<file path="src/rtl/apb_master_bridge.sv">
`default_nettype none
// ============================================================================
// Module   : apb_master_bridge
// Purpose  : Single-command APB requester with back-to-back chaining; optional
//            ACCESS-phase timeout enabled by defining APB_TIMEOUT_EN.
// Revision : 1.0 - initial release
// ============================================================================
module apb_master_bridge #(
   parameter int DATA_WIDTH     = 16,
   parameter int ADDR_WIDTH     = 4,
   parameter int TIMEOUT_CYCLES = 16
) (
   input  logic                  pclk,
   input  logic                  prst,
   input  logic                  cmd_valid,
   output logic                  cmd_ready,
   input  logic                  cmd_write,
   input  logic [ADDR_WIDTH-1:0] cmd_addr,
   input  logic [DATA_WIDTH-1:0] cmd_wdata,
   output logic                  rsp_valid,
   output logic [DATA_WIDTH-1:0] rsp_rdata,
   output logic                  rsp_err,
   output logic                  psel,
   output logic                  penable,
   output logic                  pwrite,
   output logic [ADDR_WIDTH-1:0] paddr,
   output logic [DATA_WIDTH-1:0] pwdata,
   output logic                  t_valid,
   input  logic [DATA_WIDTH-1:0] prdata,
   input  logic                  pready
);

   typedef enum logic [1:0] {
      ST_IDLE   = 2'd0,
      ST_SETUP  = 2'd1,
      ST_ACCESS = 2'd2
   } state_t;

   state_t                r_state;
   state_t                w_state_next;
   logic                  w_accept;
   logic                  w_timeout;
   logic                  w_rsp_valid_next;
   logic                  w_rsp_err_next;
   logic [DATA_WIDTH-1:0] w_rsp_rdata_next;

   if (TIMEOUT_CYCLES < 2) begin : g_bad_timeout
      $error("apb_master_bridge: TIMEOUT_CYCLES must be >= 2");
   end

`ifdef APB_TIMEOUT_EN
   localparam int              CNT_W      = $clog2(TIMEOUT_CYCLES);
   localparam logic [CNT_W-1:0] C_CNT_LAST = CNT_W'(TIMEOUT_CYCLES - 1);

   logic [CNT_W-1:0] r_cnt;

   // Counts ACCESS cycles that ended without pready; cleared outside ACCESS.
   always_ff @(posedge pclk or negedge prst) begin
      if (!prst) begin
         r_cnt <= '0;
      end else if (r_state == ST_ACCESS && !pready && !w_timeout) begin
         r_cnt <= r_cnt + 1'b1;
      end else begin
         r_cnt <= '0;
      end
   end

   assign w_timeout = (r_state == ST_ACCESS) && !pready && (r_cnt == C_CNT_LAST);
`else
   assign w_timeout = 1'b0;
`endif

   assign psel      = (r_state != ST_IDLE);
   assign penable   = (r_state == ST_ACCESS);
   assign cmd_ready = (r_state == ST_IDLE) || (r_state == ST_ACCESS && pready);
   assign t_valid   = (r_state == ST_ACCESS) && cmd_valid;
   assign w_accept  = cmd_valid && cmd_ready;

   always_comb begin
      w_state_next     = r_state;
      w_rsp_valid_next = 1'b0;
      w_rsp_err_next   = 1'b0;
      w_rsp_rdata_next = '0;
      case (r_state)
         ST_IDLE: begin
            if (cmd_valid) begin
               w_state_next = ST_SETUP;
            end
         end
         ST_SETUP: begin
            w_state_next = ST_ACCESS;
         end
         ST_ACCESS: begin
            if (pready) begin
               w_rsp_valid_next = 1'b1;
               w_rsp_rdata_next = pwrite ? '0 : prdata;
               // A waiting command chains straight into SETUP, keeping psel high.
               w_state_next     = cmd_valid ? ST_SETUP : ST_IDLE;
            end else if (w_timeout) begin
               w_rsp_valid_next = 1'b1;
               w_rsp_err_next   = 1'b1;
               w_state_next     = ST_IDLE;
            end
         end
         default: begin
            w_state_next = ST_IDLE;
         end
      endcase
   end

   always_ff @(posedge pclk or negedge prst) begin
      if (!prst) begin
         r_state   <= ST_IDLE;
         pwrite    <= 1'b0;
         paddr     <= '0;
         pwdata    <= '0;
         rsp_valid <= 1'b0;
         rsp_rdata <= '0;
         rsp_err   <= 1'b0;
      end else begin
         r_state   <= w_state_next;
         rsp_valid <= w_rsp_valid_next;
         rsp_rdata <= w_rsp_rdata_next;
         rsp_err   <= w_rsp_err_next;
         if (w_accept) begin
            pwrite <= cmd_write;
            paddr  <= cmd_addr;
            pwdata <= cmd_wdata;
         end
      end
   end

endmodule
`default_nettype wire

</file>
<file path="config.mk">
export PLATFORM = sky130hd
export DESIGN_NAME = apb_master_bridge
export DESIGN_NICKNAME = d
export VERILOG_FILES = /design/src/rtl/apb_master_bridge.sv
export SDC_FILE = /design/constraint.sdc
export NUM_CORES = 1
export LEC_CHECK = 0
export ABC_CLOCK_PERIOD_IN_PS = 2100
export CAP_MARGIN = 40
export CORE_MARGIN = 2
export CORE_UTILIZATION = 37
export DETAILED_ROUTE_END_ITERATION = 8
export PLACE_DENSITY = 0.78
export SYNTH_ARGS = -nofsm -noshare
export SYNTH_HDL_FRONTEND = slang
export SYNTH_SLANG_ARGS = --single-unit
export TNS_END_PERCENT = 1
</file>
<file path="constraint.sdc">
create_clock -name pclk -period 2.1 [get_ports pclk]
set_clock_uncertainty 0.1 [all_clocks]
set_input_delay 0.315 -clock pclk [delete_from_list [all_inputs] [get_ports pclk]]
set_output_delay 0.315 -clock pclk [all_outputs]
set_load 0.05 [all_outputs]
</file>
======== Word level (Yosys, flattened, before mapping) ========
Index checks and enable logic that the tools add are counted.
operators by class
  reduce and logical (&&, ||, !) cells .... 7
  multiplexer cells ....................... 9
  equal/unequal tests ..................... 4
operators by type and width
  cell                number
  $mux 16             3
  $pmux 2 s3          1
  $mux 2              2
  $logic_and 1x1->1   3
  $mux 1              3
  $eq 2x1->1 const B  1
  $eq 2x2->1 const B  1
  $logic_not 2->1     1
  $ne 2x1->1 const B  1
  $ne 2x2->1 const B  1
  $reduce_and 2->1    1
  $reduce_bool 2->1   1
  $logic_or 1x1->1    1
storage, ports and cells
  register bits after elaboration ......... 40
  bits of input ports ..................... 41
  output and inout port bits .............. 43

======== Logic depth before layout (Yosys ltp) ========
Gate-level depths: netlist (run 1).
  depth after elaboration ................. 4
  depth in mapped cells ................... 4

======== Worst setup path after synthesis (run 1) ========
OpenSTA, ideal clock, no wires.
  path type ............................... register to output
  start point ............................. reg r_state[0]
  end point ............................... out t_valid
  stages on the path, launching flop included .. 3
  buffers on the path ..................... 0
  arrival ................................. 1.440 ns
  required time ........................... 1.685 ns
  slack ................................... 0.245 ns
  cells stage by stage .................... dfrtp_1 nor2b_2 and2_1
between the ends
  longest elaborated chain between the ends .. 2
ends and longest elaborated chain
  what                      RTL line  source
  start: declaration        39        state_t r_state;
  start signal: assignment  121       r_state <= w_state_next;
  $eq 2x2->1                --
  named net penable         24        output logic penable,
  $logic_and 1x1->1         76        assign t_valid = (r_state == ST_ACCESS) && cmd_valid;
  end: declaration          28        output logic t_valid,
The timed path passes the listed nets, and every way through them passes these cells.

======== Worst setup path after layout (run 1) ========
  start point ............................. reg pwrite
  end point ............................... out pwrite
RTL lines
  what                      RTL line  source
  start: declaration        25        output logic pwrite,
  start signal: assignment  126       pwrite <= cmd_write;
No word-level cell between the ends.

==> flow_summary_export.csv, run 1 <==
group,metric,value,unit
outcome,outcome,"complete, no violations",
global_routing,antenna_found_initial,0,
floorplanning,fp.dieW,66.9,um
critical_path,slowest_delay,820,ps
route,ant_nets,0,
clock_tree,clk_pin_slew,70,ps
clock_tree,cts_sinks,40,
route,wl_per_cell,14.0,um
timing,layout_setup_ws,196,ps
route,drc_errors,0,
clock_tree,cts_root_buf,"clkbuf_8",
cells_and_area,n_antenna_cell,0,
pwr,p_leak,0.00106,uW
cells_and_area,fin_nets,221,
place,port_buffers,82,
critical_path,cp_cell_sequence,"clkdlybuf4s50_1",
floorplanning,dieArea,4480,um^2
critical_path,path_class,"reg2out",
clock_tree,cts_tree,"yes",
critical_path,regToRegSetupSlack,570,ps
clock_tree,cts_hold_buf,0,
cells_and_area,drive_above_1_share,22.7,%
synth,avgSynthCellArea,15.9,um^2
synth,synth_compound_area_share,0,%
timing,slew_violations,0,
synth,synth_top_family_by_area,"multiplexers",
critical_path,cp-start-kind,"register",
critical_path,cp_num_buf_inv,1,
synth,yosysUniqueCellTypes,14,
route,drtPass1Iterations,2,
synth,netlist_area,1470,um^2
timing,worst_pin_slew,843,ps
critical_path,worstSetupEndpointType,"output pin",
route,wl,3.20,mm
synth,synth_mux_area_share,16.9,%
synth,synth-simple-area-share,11.9,%
timing,post-route-period-util,90.7,%
place,post-place-ws,171,ps
route,vias,1000,
clock_tree,clockBufferDepth,2,
flow_run,max_cap_violations,0,
clock_tree,cts_buffers,5,
route,vias_per_cell,4.37,
place,dp_hpwl,2.52,mm
timing,fin_tns_setup,0,ps
critical_path,cp_max_fo,3,
min_path,min_path_type,"in2async",
synth,synth_common_cells,"40 x dfrtp_1, 22 x mux2_2, 18 x and2_1, 2 x buf_6",
clock_tree,clock_latency,280,ps
synth,yosys_warnings,0,
floorplanning,pin_count,84,
floorplanning,core,3740,um^2
clock_tree,htreeDepth,2,
global_routing,grt_first_pass_wirelength,5.05,mm
synth,synthAdderAreaFrac,0,%
synth,async_flop_share,100,%
synth,synth_ff_type,"dfrtp_1",
timing,setup_violations,0,
floorplanning,start_util,39.1,%
global_routing,grt_pass1_vias,1109,
route,drtIter0Drc,14,
timing,hold_viol_final,0,
global_routing,grt_usage,16.1,%
synth,synth_top_area_cell,"dfrtp_1",
pwr,powerDensity,1110,nW/um^2
critical_path,path_delay_family,"buffers and inverters",
cells_and_area,multi_input_area,425,um^2
timing,rsz0062_at_grt,"false",
synth,synth_xor_xnor_area_share,0,%
timing,fmax,0.525,GHz
synth,yosysMostFrequentCell,"dfrtp_1",
cells_and_area,fill_cells,292,
synth,ys_seq_area_share,68.3,%
place,gp_congestion,0.706,
timing,layout_min_cycle_time,1900,ps
synth,synth_nets,133,
synth,netlist_instances,92,
synth,synth_top_cell_area_share,68.3,%
critical_path,cpMaxStageDelayCell,"clkdlybuf4s50_1",
place,dpl_cell_area,2360,um^2
synth,synth_edf_count,0,
floorplanning,die_h,66.9,um
synth,ys_seq_elements,40,
floorplanning,rows,22,
cells_and_area,seq_area,1000,um^2
cells_and_area,area_growth,67.3,%
global_routing,grt_overflow,0,
critical_path,worstPathArrival,1490,ps
global_routing,grt_max_degree,41,
critical_path,critical_path_required,1680,ps
cells_and_area,design_area,2450,um^2
timing,relSlewSlack,43.8,%
synth,yosys-top-cells-area,"dfrtp_1 68%, mux2_2 17%, and2_1 7.7%, buf_6 1.5%, nor3b_4 1.3%",
pwr,peakVddDrop,0.570,mV
kinds of logic (layout without fill, tap and decap cells):
group / Yosys count / count (layout)
flops: 40 / 40
simple gates: 24 / 24
mux: 22 / 22
buf+inv: 5 / 94
other cells: 1 / 1
per-layer routing:
metal / wire [um] / global-route usage, %
met1: 1090 / 14.8
met2: 1610 / 27.9
met3: 446 / 10.3
met4: 57 / 6.89
met5: 0 / 0
sequential cells by signal, summed over array words and instances, names as in the netlist:
register   flops
paddr          4
pwdata        16
pwrite         1
r_state        2
rsp_rdata     16
rsp_valid      1
worst register-to-register path: cells and delay by family (launching register included):
family,cells,cell delay [ps]
and+or+nand+nor,2,380
muxes,1,350
DFF,1,410
buffers and inverters,1,190
path summary, 6_finish.rpt:
check,from,to,cells after the start
hold / removal,prst,rsp_rdata[0]$_DFF_PN0_,1
setup reg to reg,r_state[1]$_DFFE_PN0P_,pwdata[3]$_DFFE_PN0P_,4
hold reg to reg,paddr[2]$_DFFE_PN0P_,paddr[2]$_DFFE_PN0P_,1
min in group pclk,paddr[2]$_DFFE_PN0P_,paddr[2]$_DFFE_PN0P_,1
setup / recovery,pwrite$_DFFE_PN0P_,pwrite,1
max in group asynchronous,prst,pwdata[14]$_DFFE_PN0P_,1
area by class of cell:
type	instances	area share, %
flip-flops and latches	40	40.8
well taps	48	2.45
multi-input cells	47	17.4
repair buffers	85	35.4
inverters	1	0.153
clock inverters	1	0.306
clock buffers	7	3.52
cell usage in the layout, fill, tap and decap left out, drive strengths merged:
cell type      Yosys  final
dfrtp             40     40
nor2               1      1
nor3b              1      1
and3b              1      1
clkbuf             1      7
and2              18     18
or2                1      1
nor2b              2      2
clkdlybuf4s50      0     77
inv                1      1
conb               1      1
clkinvlp           0      1
mux2              22     22
buf                3      7
dlygate4sd2        0      1
per-stage QoR:
step           instances  utilization, %  total power, uW  hold WS (ps)
2_1_floorplan         92               -             1750         -80.6
3_3_place_gp         221            63.0             2200           355
3_5_place_dp         221            63.0             2240           364
4_1_cts              229            65.5             2750          45.6
5_1_grt              229            65.5             2840          91.5
6_report             229            65.5             2710          31.5
report_power, final:
part / internal (uW) / switching (uW) / leakage (uW)
Sequential: 913 / 76.3 / 0.000505
Combinational: 478 / 737 / 0.000514
Clock: 266 / 242 / 0.0000445
what timing repair did:
| item | 4_1_cts | 5_1_grt |
|---|---|---|
| gates resized for setup | 1 | 0 |
| setup endpoints to repair | 1 | 0 |
| buffers inserted | 0 | 0 |
Note: power is estimated with default switching activity, not from simulation.
==> run 2: changes to the inputs <==
MAX_ROUTING_LAYER = met4   (was not set)
==> run 2 against run 1 <==
Compared with the run above:
- flip-flop and latch count did not move
- global-route usage is 0.47 points higher
- cell count stayed put
- critical endpoint unchanged
- count of clock-buffer cells in the layout is the same
- non-clock buffer count did not move
- via count shrank 0.20%
- power is essentially flat
- wire length barely moved
- combinational power hardly changed
- core utilization unchanged
- design area is the same
- critical path depth unchanged
==> flow_summary_export.csv, run 2 (synthesized netlist as in run 1, its figures left out) <==
group,metric,value,unit
outcome,outcome,"complete, no violations",
cells_and_area,fill_cells,292,
critical_path,cp-start-kind,"register",
flow_run,max_cap_violations,0,
clock_tree,cts_buffers,5,
critical_path,worstPathArrival,1490,ps
floorplanning,start_util,39.1,%
pwr,power.internal,1660,uW
timing,slew_violations,0,
clock_tree,cts_tree,"yes",
timing,hold_viol_final,0,
floorplanning,fp.dieW,66.9,um
route,wl,3.20,mm
route,wl_per_cell,14.0,um
critical_path,cpMaxStageDelayCell,"clkdlybuf4s50_1",
timing,post-route-period-util,90.7,%
floorplanning,die_h,66.9,um
cells_and_area,area_growth,67.3,%
floorplanning,core,3740,um^2
critical_path,worstSetupEndpointType,"output pin",
cells_and_area,drive_above_1_share,22.7,%
critical_path,critical_path_required,1680,ps
critical_path,cp_cell_sequence,"clkdlybuf4s50_1",
clock_tree,cts_root_buf,"clkbuf_8",
route,drc_errors,0,
clock_tree,clk_pin_slew,70,ps
route,vias,998,
timing,fmax,0.525,GHz
cells_and_area,reg_top3,"pwdata (16), rsp_rdata (16), paddr (4)",
global_routing,grt_first_pass_wirelength,5.02,mm
pwr,switchingPower,1060,uW
pwr,powerDensity,1110,nW/um^2
pwr,pwr-share-comb,44.7,%
timing,fin_tns_setup,0,ps
place,post-place-ws,171,ps
critical_path,path_class,"reg2out",
timing,setup_violations,0,
route,drtPass1Iterations,2,
clock_tree,clockBufferDepth,2,
route,vias_per_cell,4.36,
pwr,p_leak,0.00106,uW
pwr,finalPower,2720,uW
cells_and_area,n_antenna_cell,0,
clock_tree,clock_latency,280,ps
route,drtIter0Drc,14,
critical_path,cp_num_buf_inv,1,
cells_and_area,mostFrequentLayoutCells,"77 x clkdlybuf4s50_1, 40 x dfrtp_1, 22 x mux2_2, 18 x and2_1, 6 x clkbuf_8",
route,ant_nets,0,
floorplanning,dieArea,4480,um^2
global_routing,grt_overflow,0,
timing,relSlewSlack,43.9,%
pwr,pwr-share-seq,36.4,%
pwr,p_clk_share,18.8,%
critical_path,path_delay_family,"buffers and inverters",
clock_tree,cts_sinks,40,
cells_and_area,fin_util,65.5,%
pwr,peakVddDrop,0.574,mV
global_routing,grt_pass1_vias,1113,
place,dp_hpwl,2.52,mm
min_path,min_path_type,"in2async",
timing,layout_setup_ws,196,ps
cells_and_area,fin_nets,221,
global_routing,antenna_found_initial,0,
clock_tree,htreeDepth,2,
place,gp_congestion,0.714,
global_routing,grt_usage,16.6,%
floorplanning,rows,22,
critical_path,slowest_delay,820,ps
floorplanning,pin_count,84,
timing,layout_min_cycle_time,1900,ps
place,port_buffers,82,
timing,worst_pin_slew,841,ps
pwr,swShare,38.9,%
critical_path,cp_max_fo,3,
timing,rsz0062_at_grt,"false",
cells_and_area,mostFrequentLayoutCell,"clkdlybuf4s50_1",
global_routing,grt_max_degree,41,
-- run 2: through the flow --
stage / hold WS, ps / std cells / area, um^2
floorplan: -80.6 / 92 / 1470
CTS: 45.6 / 229 / 2450
global placement: 355 / 221 / 2360
detailed placement: 364 / 221 / 2360
global route: 92.5 / 229 / 2450
finish: 29.4 / 229 / 2450
-- run 2: layer usage --
metal  vias up  routed length (um)  share of wire [%]  GRT usage (%)
li1        469                   -                  -              -
met1       470                1180                 37           16.5
met2        54                1610                 50           27.9
met3         5                 347                 11           7.94
met4         0                  57                1.8           6.89
met5         -                   0                  0              -
-- run 2: what timing repair did --
item	4_1_cts	5_1_grt
setup buffers	0	0
gates resized for setup	1	0
hold buffers	0	0
setup endpoints to repair	1	0
-- run 2: worst paths after layout --
check                      cells past startpoint                endpoint              startpoint  slack (ps)
setup / recovery                               1                  pwrite      pwrite$_DFFE_PN0P_         200
hold / removal                                 1  rsp_rdata[0]$_DFF_PN0_                    prst          30
setup reg to reg                               4   pwdata[3]$_DFFE_PN0P_  r_state[1]$_DFFE_PN0P_         560
hold reg to reg                                1    paddr[2]$_DFFE_PN0P_    paddr[2]$_DFFE_PN0P_         410
max in group asynchronous                      1  pwdata[14]$_DFFE_PN0P_                    prst        1340
min in group pclk                              1    paddr[2]$_DFFE_PN0P_    paddr[2]$_DFFE_PN0P_         410
-- run 2: cell type report --
| class | instances | area, um^2 | area share (%) |
|---|---|---|---|
| clock buffer | 7 | 86.3 | 3.52 |
| sequential | 40 | 1000 | 40.8 |
| tap | 48 | 60.1 | 2.45 |
| clock inverter | 1 | 7.51 | 0.306 |
| inverter | 1 | 3.75 | 0.153 |
| multi-input combinational | 47 | 425 | 17.4 |
| timing repair buffer | 85 | 867 | 35.4 |
-- run 2: power by group through the flow --
stage                     combinational [uW]  sequential [uW]  clock, uW
after floorplan                          274             1480          0
after CTS                               1230              992        532
after global placement                  1210              994          0
final                                   1210              990        511
after detailed placement                1230             1010          0
after global routing                    1260             1010        564
==> run 3: changes to the inputs <==
CORE_ASPECT_RATIO = 2   (was not set)
==> run 3 against run 2 <==
Compared with the run above:
- sequential share of layout area about the same
- first-iteration DRC count decreased by 79%
- cell count increased by 0.87%
- critical path type unchanged
- register-to-register slack about the same
- fmax decreased by 0.48%
- combinational power about the same
- largest cell class unchanged
- core utilization decreased by 1.8 points
- via count increased by 2.8%
- setup slack got worse by 9.2 ps
- non-clock buffer count decreased by 1
==> flow_summary_export.csv, run 3 (synthesized netlist as in run 1, its figures left out) <==
group,metric,value,unit
outcome,outcome,"complete, no violations",
timing,fin_hold_ws,38.2,ps
floorplanning,die_h,93.0,um
timing,fmax,0.523,GHz
timing,relSlewSlack,42.7,%
pwr,switchingPower,1050,uW
critical_path,critical_path_required,1680,ps
global_routing,grt_pass1_vias,1079,
pwr,swShare,37.6,%
clock_tree,htreeDepth,2,
pwr,pwr-share-comb,43.0,%
clock_tree,clock_latency,280,ps
timing,hold_viol_final,0,
clock_tree,cts_root_buf,"clkbuf_8",
route,drtPass1Iterations,3,
global_routing,grt_max_degree,41,
timing,fin_tns_setup,0,ps
critical_path,rr_worst_depth,4,
route,vias_per_cell,4.44,
timing,worst_pin_slew,860,ps
critical_path,worstPathArrival,1500,ps
floorplanning,core,3840,um^2
clock_tree,cts_sinks,40,
route,drtIter0Drc,3,
clock_tree,cts_tree,"yes",
clock_tree,clockBufferDepth,2,
floorplanning,pin_count,84,
floorplanning,start_util,38.1,%
timing,layout_setup_ws,187,ps
pwr,p_clk_share,21.4,%
critical_path,cp-start-kind,"register",
route,wl_per_cell,14.1,um
critical_path,regToRegSetupSlack,560,ps
critical_path,cpMaxStageDelayCell,"dfrtp_1",
pwr,power.internal,1730,uW
route,ant_nets,0,
clock_tree,cts_setup_buffers,0,
critical_path,cp_max_fo,5,
min_path,min_path_type,"in2async",
critical_path,cp_cell_sequence,"or2_2, dlygate4sd2_1",
route,wl,3.25,mm
clock_tree,cts_buffers,5,
cells_and_area,n_antenna_cell,0,
place,post-place-ws,195,ps
cells_and_area,area_growth,67.1,%
critical_path,slowest_delay,460,ps
pwr,powerDensity,1130,nW/um^2
clock_tree,clk_pin_slew,70,ps
cells_and_area,drive_above_1_share,22.2,%
route,vias,1026,
pwr,pwr-share-seq,35.6,%
global_routing,grt_overflow,0,
cells_and_area,fin_nets,220,
place,gp_congestion,0.692,
floorplanning,dieArea,4510,um^2
critical_path,path_class,"reg2out",
flow_run,max_cap_violations,0,
global_routing,grt_usage,16.0,%
timing,layout_min_cycle_time,1910,ps
place,dp_hpwl,2.63,mm
cells_and_area,mostFrequentLayoutCells,"77 x clkdlybuf4s50_1, 40 x dfrtp_1, 22 x mux2_2, 18 x and2_1, 5 x clkbuf_8",
global_routing,antenna_found_initial,0,
route,drc_errors,0,
global_routing,grt_first_pass_wirelength,5.22,mm
cells_and_area,reg_top3,"pwdata (16), rsp_rdata (16), paddr (4)",
critical_path,worstSetupEndpointType,"output pin",
timing,slew_violations,0,
place,port_buffers,82,
cells_and_area,mostFrequentLayoutCell,"clkdlybuf4s50_1",
pwr,p_leak,0.00107,uW
timing,setup_violations,0,
timing,rsz0062_at_grt,"false",
floorplanning,fp.dieW,48.5,um
pwr,peakVddDrop,0.608,mV
timing,post-route-period-util,91.1,%
floorplanning,rows,32,
-- run 3: cell types whose count changed in the layout (fill, tap and decap cells not counted), sizes merged --
cell and change:
buf -1, bufinv +1, clkbuf -1, clkinv +1, clkinvlp -1
-- run 3: final timing paths --
| kind | startpoint | to |
|---|---|---|
| max in group asynchronous | prst | rsp_rdata[0]$_DFF_PN0_ |
| min reg2reg | pwdata[7]$_DFFE_PN0P_ | pwdata[7]$_DFFE_PN0P_ |
| max reg2reg | r_state[1]$_DFFE_PN0P_ | paddr[2]$_DFFE_PN0P_ |
| min | prst | paddr[3]$_DFFE_PN0P_ |
| min in group pclk | pwdata[7]$_DFFE_PN0P_ | pwdata[7]$_DFFE_PN0P_ |
| max | r_state[0]$_DFFE_PN0P_ | psel |
-- run 3: power groups by stage --
stage | clock, uW | sequential [uW] | combinational, uW
detailed placement | 0 | 1010 | 1210
CTS | 620 | 992 | 1210
finish | 593 | 990 | 1200
floorplan | 0 | 1480 | 274
global route | 650 | 1010 | 1240
global placement | 0 | 996 | 1190
-- run 3: critical path, delay by kind of cell (launching register included) --
family / cells / cell delay [ps]
AND/OR/NAND/NOR: 1 / 330
flip-flops: 1 / 460
buffers and inverters: 1 / 430
-- run 3: per-stage QoR --
| step | util, % | cell area (um^2) | instances | total power [uW] |
|---|---|---|---|---|
| CTS | 63.7 | 2450 | 231 | 2820 |
| detailed placement | 60.9 | 2340 | 223 | 2220 |
| finish | 63.7 | 2450 | 231 | 2780 |
| global placement | 60.9 | 2340 | 223 | 2190 |
| floorplan | - | 1470 | 92 | 1750 |
| global route | 63.7 | 2450 | 231 | 2900 |
-- run 3: layout make-up --
cell class	instances	area, um^2
clock inverter	2	35.0
inverter	1	3.75
tap	51	63.8
timing repair buffer	84	847
fill	329	1400
clock buffer	6	72.6
sequential	40	1000
multi-input combinational	47	425
-- run 3: what timing repair did --
action	in CTS	in global routing
hold buffers	0	0
gates resized for setup	1	0
endpoints found under the setup margin	1	0
-- run 3: per-layer routing --
layer	vias up	routed length [um]	GRT usage [%]
li1	469	-	-
met1	484	1090	14.5
met2	63	1810	28.9
met3	10	244	4.63
met4	0	104	9.76
met5	-	0	-
